### config.mk
export PLATFORM = sky130hd
export DESIGN_NAME = ofm_writeback_flat
export DESIGN_NICKNAME = d
export VERILOG_FILES = /design/src/rtl/conv_pkg.sv /design/src/rtl/ofm_writeback_if.sv /design/src/rtl/ofm_requant.sv /design/src/rtl/ofm_writeback.sv /design/src/flat_wrapper.sv
export SDC_FILE = /design/constraint.sdc
export NUM_CORES = 1
export LEC_CHECK = 0
export ABC_AREA = 1
export CORE_MARGIN = 4
export CORE_UTILIZATION = 41
export DETAILED_ROUTE_END_ITERATION = 6
export HOLD_SLACK_MARGIN = 0.03
export PLACE_DENSITY_LB_ADDON = 0.25
export SLEW_MARGIN = 20
export SYNTH_ARGS = -nofsm -noshare
export SYNTH_HDL_FRONTEND = slang
export SYNTH_SLANG_ARGS = --single-unit
### constraint.sdc
create_clock -name clk -period 2.6 [get_ports clk]
set_input_delay 0.52 -clock clk [delete_from_list [all_inputs] [get_ports clk]]
set_output_delay 0.52 -clock clk [all_outputs]
set_load 0.005 [all_outputs]
### src/rtl/conv_pkg.sv
// Shared constants for the OFM writeback slice: lane count, fixed-point defaults,
// FSM state encoding and the int8 saturation limits used by the requantizer.
package conv_pkg;

    localparam int LANES        = 16;
    localparam int Q_IN_DEFAULT = 5;
    localparam int Q_W_DEFAULT  = 8;

    localparam int SAT_MAX = 127;
    localparam int SAT_MIN = -128;

    typedef enum logic [1:0] {
        IDLE,
        RUN,
        FLUSH,
        DONE
    } st_t;

endpackage

### src/rtl/ofm_writeback_if.sv
// Accumulator stream (valid/ready) plus the output BRAM write port of ofm_writeback.
// slave = the writeback block, master = the producer/memory side.
interface ofm_writeback_if #(
    parameter int ADDR_WIDTH = 32,
    parameter int DATA_WIDTH = 128,
    parameter int ACC_WIDTH  = 16
);

    logic                        acc_valid;
    logic signed [ACC_WIDTH-1:0] acc_data;
    logic                        acc_ready;

    logic                        ofm_we;
    logic [ADDR_WIDTH-1:0]       ofm_addr;
    logic [DATA_WIDTH-1:0]       ofm_wdata;
    logic [DATA_WIDTH/8-1:0]     ofm_wstrb;

    modport master (
        output acc_valid, acc_data,
        input  acc_ready,
        input  ofm_we, ofm_addr, ofm_wdata, ofm_wstrb
    );

    modport slave (
        input  acc_valid, acc_data,
        output acc_ready,
        output ofm_we, ofm_addr, ofm_wdata, ofm_wstrb
    );

endinterface

### src/rtl/ofm_requant.sv
// One-lane combinational requantizer: round half up, arithmetic shift, saturate to int8.
// Optional ReLU clamp when OFM_RELU_EN is defined.
module ofm_requant
    import conv_pkg::*;
#(
    parameter int ACC_WIDTH = 16,
    parameter int SHIFT     = Q_W_DEFAULT
) (
    input  logic signed [ACC_WIDTH-1:0] acc,
    output logic        [7:0]           q
);

    localparam logic signed [ACC_WIDTH:0] HALF   = (ACC_WIDTH+1)'(1) <<< (SHIFT - 1);
    localparam logic signed [ACC_WIDTH:0] SAT_HI = (ACC_WIDTH+1)'(SAT_MAX);
    localparam logic signed [ACC_WIDTH:0] SAT_LO = (ACC_WIDTH+1)'(SAT_MIN);

    logic signed [ACC_WIDTH:0] sum;
    logic signed [ACC_WIDTH:0] rounded;
    logic        [7:0]         sat;

    // One guard bit so the rounding add cannot wrap at the positive extreme.
    // NOTE: every always_comb output gets a value on every path, otherwise a latch is inferred.
    always_comb begin
        sum     = $signed({acc[ACC_WIDTH-1], acc}) + HALF;
        rounded = sum >>> SHIFT;
        if (rounded > SAT_HI) begin
            sat = 8'h7F;
        end else if (rounded < SAT_LO) begin
            sat = 8'h80;
        end else begin
            sat = rounded[7:0];
        end
`ifdef OFM_RELU_EN
        q = sat[7] ? 8'h00 : sat;
`else
        q = sat;
`endif
    end

endmodule

### src/rtl/ofm_writeback.sv
// Requantize an accumulator stream to int8, pack LANES bytes per word and write words to
// the output BRAM from base_ofm_addr. Optional ReLU via the OFM_RELU_EN macro.
module ofm_writeback
    import conv_pkg::*;
#(
    parameter int ADDR_WIDTH = 32,
    parameter int DATA_WIDTH = LANES * 8,
    parameter int ACC_WIDTH  = 16,
    parameter int Q_IN       = Q_IN_DEFAULT,
    parameter int Q_W        = Q_W_DEFAULT,
    parameter int CNT_WIDTH  = 16
) (
    input  logic                  clk,
    input  logic                  rst,
    input  logic                  start,
    input  logic [ADDR_WIDTH-1:0] base_ofm_addr,
    input  logic [CNT_WIDTH-1:0]  num_pixels,
    ofm_writeback_if.slave        bus,
    output logic                  busy,
    output logic                  done
);

    localparam int LANE_CNT  = DATA_WIDTH / 8;
    localparam int LANE_BITS = $clog2(LANE_CNT);
    // Accumulator carries Q_IN+Q_W fraction bits; the output keeps Q_IN of them.
    localparam int SHIFT     = (Q_IN + Q_W) - Q_IN;

    st_t state, state_nx;

    logic [ADDR_WIDTH-1:0]     base_q;
    logic [ADDR_WIDTH-1:0]     word_idx;
    logic [CNT_WIDTH-1:0]      num_q;
    logic [CNT_WIDTH-1:0]      pix_cnt;
    logic                      accept;
    logic                      last_pix;
    logic [7:0]                q_byte;

    logic                      s1_valid;
    logic                      s1_last;
    logic [7:0]                s1_byte;
    logic [LANE_BITS-1:0]      s1_lane;

    logic [LANE_CNT-1:0][7:0]  pack_buf;
    logic [LANE_CNT-1:0][7:0]  word_nx;
    logic [LANE_CNT-1:0]       strb_nx;
    logic                      word_out;

    assign bus.acc_ready = (state == RUN);
    assign accept        = bus.acc_valid && bus.acc_ready;
    assign last_pix      = (pix_cnt == num_q - CNT_WIDTH'(1));

    ofm_requant #(
        .ACC_WIDTH (ACC_WIDTH),
        .SHIFT     (SHIFT)
    ) u_requant (
        .acc (bus.acc_data),
        .q   (q_byte)
    );

    // NOTE: reset is synchronous; sequential state uses non-blocking assignments only.
    always_ff @(posedge clk) begin
        if (rst) begin
            state <= IDLE;
        end else begin
            state <= state_nx;
        end
    end

    always_comb begin
        state_nx = state;
        case (state)
            IDLE:    if (start) state_nx = (num_pixels == '0) ? DONE : RUN;
            RUN:     if (accept && last_pix) state_nx = FLUSH;
            FLUSH:   if (s1_valid && s1_last) state_nx = DONE;
            DONE:    state_nx = IDLE;
            default: state_nx = IDLE;
        endcase
    end

    // A word leaves when its top lane fills or when the job's final pixel arrives;
    // strobes cover lanes 0..s1_lane, which is all ones for a full word.
    always_comb begin
        word_out = s1_valid && ((s1_lane == LANE_BITS'(LANE_CNT - 1)) || s1_last);
        word_nx  = pack_buf;
        strb_nx  = '0;
        for (int k = 0; k < LANE_CNT; k++) begin
            if (k == int'(s1_lane)) word_nx[k] = s1_byte;
            strb_nx[k] = (k <= int'(s1_lane));
        end
    end

    // NOTE: the pack buffer is reset and cleared per word because a partial word
    // must present zeros in its unused lanes.
    always_ff @(posedge clk) begin
        if (rst) begin
            base_q        <= '0;
            num_q         <= '0;
            pix_cnt       <= '0;
            word_idx      <= '0;
            s1_valid      <= 1'b0;
            s1_last       <= 1'b0;
            s1_byte       <= '0;
            s1_lane       <= '0;
            pack_buf      <= '0;
            bus.ofm_we    <= 1'b0;
            bus.ofm_addr  <= '0;
            bus.ofm_wdata <= '0;
            bus.ofm_wstrb <= '0;
            busy          <= 1'b0;
            done          <= 1'b0;
        end else begin
            s1_valid <= accept;
            s1_last  <= accept && last_pix;
            if (accept) begin
                s1_byte <= q_byte;
                s1_lane <= pix_cnt[LANE_BITS-1:0];
                pix_cnt <= pix_cnt + CNT_WIDTH'(1);
            end

            if (state == IDLE && start) begin
                base_q   <= base_ofm_addr;
                num_q    <= num_pixels;
                pix_cnt  <= '0;
                word_idx <= '0;
                pack_buf <= '0;
            end

            bus.ofm_we <= word_out;
            if (word_out) begin
                pack_buf      <= '0;
                bus.ofm_addr  <= base_q + word_idx;
                bus.ofm_wdata <= word_nx;
                bus.ofm_wstrb <= strb_nx;
                word_idx      <= word_idx + ADDR_WIDTH'(1);
            end else if (s1_valid) begin
                pack_buf <= word_nx;
            end

            // busy covers the cycle after start acceptance through the done cycle.
            busy <= (state_nx != IDLE) || (state == DONE);
            done <= (state == DONE);
        end
    end

endmodule
### src/flat_wrapper.sv
// flat-port wrapper written by rule: the top's interface ports become plain ports
module ofm_writeback_flat import conv_pkg::*;
#(
    parameter int ADDR_WIDTH = 32,
    parameter int DATA_WIDTH = LANES * 8,
    parameter int ACC_WIDTH  = 16,
    parameter int Q_IN       = Q_IN_DEFAULT,
    parameter int Q_W        = Q_W_DEFAULT,
    parameter int CNT_WIDTH  = 16
)
  (clk, rst, start, base_ofm_addr, num_pixels, busy, done, bus_acc_valid, bus_acc_data, bus_acc_ready, bus_ofm_we, bus_ofm_addr, bus_ofm_wdata, bus_ofm_wstrb);
  ofm_writeback_if #(.ADDR_WIDTH(ADDR_WIDTH), .DATA_WIDTH(DATA_WIDTH), .ACC_WIDTH(ACC_WIDTH)) bus_i ();
  input  logic clk;
  input  logic rst;
  input  logic start;
  input  logic [ADDR_WIDTH-1:0] base_ofm_addr;
  input  logic [CNT_WIDTH-1:0] num_pixels;
  output logic busy;
  output logic done;
  input wire logic [$bits(bus_i.acc_valid)-1:0] bus_acc_valid;
  input wire logic [$bits(bus_i.acc_data)-1:0] bus_acc_data;
  output wire logic [$bits(bus_i.acc_ready)-1:0] bus_acc_ready;
  output wire logic [$bits(bus_i.ofm_we)-1:0] bus_ofm_we;
  output wire logic [$bits(bus_i.ofm_addr)-1:0] bus_ofm_addr;
  output wire logic [$bits(bus_i.ofm_wdata)-1:0] bus_ofm_wdata;
  output wire logic [$bits(bus_i.ofm_wstrb)-1:0] bus_ofm_wstrb;
  assign bus_i.acc_valid = bus_acc_valid;
  assign bus_i.acc_data = bus_acc_data;
  assign bus_acc_ready = bus_i.acc_ready;
  assign bus_ofm_we = bus_i.ofm_we;
  assign bus_ofm_addr = bus_i.ofm_addr;
  assign bus_ofm_wdata = bus_i.ofm_wdata;
  assign bus_ofm_wstrb = bus_i.ofm_wstrb;
  ofm_writeback #(.ADDR_WIDTH(ADDR_WIDTH), .DATA_WIDTH(DATA_WIDTH), .ACC_WIDTH(ACC_WIDTH), .Q_IN(Q_IN), .Q_W(Q_W), .CNT_WIDTH(CNT_WIDTH)) u_core (.clk(clk), .rst(rst), .start(start), .base_ofm_addr(base_ofm_addr), .num_pixels(num_pixels), .bus(bus_i), .busy(busy), .done(done));
endmodule
==> run summary <==
die span in x -> 225.8 um
drt wl/cell -> 15.77 um
Yosys reg bits -> 419
final hold vios -> 0
initial antenna violation count -> 0
Arr. time, crit path -> 2.78 ns
Die Area -> 50960 um2
TritonCTS Buffers -> 46
DRT antenna net count -> 0
period utilization -> 89.39%
CTS resizes -> 0
Max-slew headroom -> 37.06%
vias per std cell -> 5.052
Root Buffer -> clkbuf_16
library cells used by synthesis -> 55
final setup vio count -> 0
Ports -> 248
RSZ-0062 raised after global routing -> false
layout cells sized above 1 -> 6.038%
fin crit period -> 2.324 ns
Die Y -> 225.8 um
fin. max-slew vios -> 0
reg-to-reg startpoint -> u_core.word_idx[0]$_SDFFE_PP0P_
syn_nets -> 2929
RePlAce Congestion -> 0.9134
crit-path max FO -> 6
clk buf depth -> 3
P_leak -> 10.52 nW
Peak Freq -> 430.3 MHz
Avg Inst Size Synth -> 6.881 um2
top_reg_cell synth -> dfxtp_1
first-pass GRT wire length -> 92030 um
post-CTS setup buffers -> 0
Worst R2R End -> u_core.bus.ofm_addr[26]$_SDFFE_PP0P_
layout net count -> 3135
clock latency on the worst-skew pair -> 0.58 ns
worst hold slack -> 0.4528 ns
CP required -> 3.06 ns
vias in the first global route -> 17470
CTS Sinks -> 419
CP Launch Type -> flip-flop
Core ar. -> 46750 um2
status -> complete, no violations
hold depth -> 2
Post-Place Cell Area -> 22490 um2
P per Cell Area -> 605.0 nW/um2
via count -> 18550
sequential share of the synthesized area -> 43.15%
PortBufs -> 240
fillcell total -> 4517
dpl ws -> 0.05872 ns
skew final -> 0.01155 ns
row cnt -> 79
Worst Reg-to-Reg Cells -> 13
ys async rst share -> 0%
yosys synthesis warning count -> 0
n_diodes -> 0
max cap viols -> 0
Area growth syn-to-layout -> 23.79%
final core utilization -> 51.47%
Clock transition at path regs -> 0.06 ns
EDFF count, synth -> 0
flop2flop setup slack -> 0.28 ns
first drt pass iteration count -> 5
Slew @ Worst Pin -> 0.9428 ns
initial drt markers -> 1330
Setup WS post-layout -> 0.2760 ns
setup TNS -> 0 ns
Hold Crit Start -> u_core.bus.ofm_addr[7]$_SDFFE_PP0P_
synthesized area -> 19440 um2
initial core utilization -> 41.58%
hold_buf cts -> 0
CTS tree -> built
Tightest Hold Check Type -> flip-flop to flip-flop
grt total ovfl -> 0
maximum vdd drop -> 443.2 uV
Mapped Cells -> 2825
Worst Hold End -> u_core.bus.ofm_addr[7]$_SDFFE_PP0P_
all-layer global routing usage -> 22.15%
crit end category -> flip-flop
DP HPWL -> 41860 um
DRC Markers -> 0
final WL -> 57910 um
Setup CP Type -> flip-flop to flip-flop
CTS H-Tree Depth -> 2
pin count of the biggest net entering global routing -> 82
Design Area, Final -> 24070 um2
cell type report:
cell class              count  area (um2)  area share [%]
clock inverters            20       290.3           1.206
multi-input cells        1898        9026           37.51
flip-flops and latches    419        8392           34.87
clock buffers              61        1279           5.314
repair buffers            286        2885           11.99
inverters                 380        1434           5.958
well taps                 607       759.5           3.156
power by group:
group / internal [mW] / switching, mW
Clock: 4.15 / 2.69
Combinational: 0.386 / 0.730
Sequential: 6.50 / 0.104
layout by cell type (no fill, tap or decap), drive strengths merged, types with 4 or more instances in the layout:
| cell type | synthesis | layout |
|---|---|---|
| a211oi | 8 | 8 |
| a21o | 5 | 5 |
| a21oi | 244 | 244 |
| buf | 65 | 46 |
| bufinv | 0 | 7 |
| clkbuf | 63 | 61 |
| clkdlybuf4s50 | 0 | 240 |
| clkinv | 1 | 10 |
| dfxtp | 419 | 419 |
| ha | 35 | 35 |
| inv | 379 | 380 |
| nand2 | 787 | 787 |
| nand3 | 72 | 72 |
| nand3b | 4 | 4 |
| nand4 | 20 | 20 |
| nor2 | 199 | 199 |
| nor3 | 23 | 23 |
| nor4 | 9 | 9 |
| o211ai | 7 | 7 |
| o21ai | 396 | 396 |
| o21bai | 6 | 6 |
| or2 | 36 | 36 |
| xnor2 | 5 | 5 |
| xor2 | 14 | 14 |
how the worst max path moves through the flow:
stage,start,to,cells past startpoint
finish,u_core.word_idx[0]$_SDFFE_PP0P_,u_core.bus.ofm_addr[26]$_SDFFE_PP0P_,13
global route,u_core.word_idx[0]$_SDFFE_PP0P_,u_core.bus.ofm_addr[28]$_SDFFE_PP0P_,13
CTS,u_core.word_idx[0]$_SDFFE_PP0P_,u_core.bus.ofm_addr[22]$_SDFFE_PP0P_,12
detailed placement,bus_acc_data[7],u_core.s1_byte[2]$_SDFFE_PP0P_,12
global placement,bus_acc_data[7],u_core.s1_byte[2]$_SDFFE_PP0P_,12
floorplan,u_core.word_idx[0]$_SDFFE_PP0P_,u_core.bus.ofm_addr[30]$_SDFFE_PP0P_,9
critical path, stage by stage (launching register included):
cell and delay [ns]:
dfxtp_1 0.42, ha_1 0.20, inv_1 0.05, fa_1 0.41, o21ai_2 0.28, nand2_1 0.08, nand3_1 0.15, nand4_1 0.11
nand3_1 0.16, nand2_1 0.07, nand2_1 0.09, nand2_1 0.05, nand2_1 0.06, o21ai_0 0.07
routing by layer:
| metal | global-route usage (%) | vias to the layer above | part of all wire (%) |
|---|---|---|---|
| met2 | 35.70 | 459 | 46 |
| met5 | 0 | - | 0 |
| met4 | 7.093 | 0 | 3.2 |
| met3 | 4.407 | 104 | 5.7 |
| li1 | - | 9436 | - |
| met1 | 29.99 | 8548 | 46 |
logic make-up after synthesis:
kind of cell / after synthesis / share of synthesized area [%]
XOR/XNOR: 20 / 0.9719
buffers and inverters: 508 / 10.54
flip-flops: 419 / 43.15
AO/OA/AOI/OAI: 686 / 18.36
adder cells (fa/ha/maj): 36 / 2.356
AND/OR/NAND/NOR: 1156 / 24.63
cells in the mapped netlist (5+ instances only):
| cell | n | area [um2] |
|---|---|---|
| a211oi_1 | 7 | 52.55 |
| a21o_1 | 5 | 37.54 |
| a21oi_1 | 244 | 1221 |
| buf_2 | 52 | 260.3 |
| buf_6 | 10 | 112.6 |
| clkbuf_1 | 63 | 236.5 |
| dfxtp_1 | 419 | 8388 |
| ha_1 | 35 | 437.9 |
| inv_1 | 374 | 1404 |
| nand2_1 | 782 | 2935 |
| nand3_1 | 70 | 350.3 |
| nand4_1 | 19 | 118.9 |
| nor2_1 | 192 | 720.7 |
| nor2_4 | 6 | 67.56 |
| nor3_1 | 22 | 110.1 |
| nor4_1 | 8 | 50.05 |
| o211ai_1 | 7 | 52.55 |
| o21ai_0 | 299 | 1496 |
| o21ai_1 | 97 | 485.5 |
| o21bai_1 | 6 | 45.04 |
| or2_2 | 36 | 225.2 |
| xnor2_1 | 5 | 43.79 |
| xor2_1 | 14 | 122.6 |
state kept, by name, summed over array words and instances (netlist names):
name,count
u_core.pack_buf,128
u_core.num_q,16
u_core.pix_cnt,16
u_core.done,1
u_core.bus.ofm_addr,32
u_core.s1_byte,8
u_core.busy,1
u_core.bus.ofm_we,1
u_core.s1_valid,1
u_core.s1_last,1
u_core.s1_lane,4
u_core.base_q,32
u_core.bus.ofm_wstrb,16
u_core.word_idx,32
u_core.state,2
u_core.bus.ofm_wdata,128
stage by stage:
step	instances	total power, mW
floorplan	2825	7.417
global placement	3590	7.838
detailed placement	3590	7.858
CTS	3671	14.68
global route	3671	15.09
finish	3671	14.56
No activity file was read; power rests on OpenSTA's default activity.
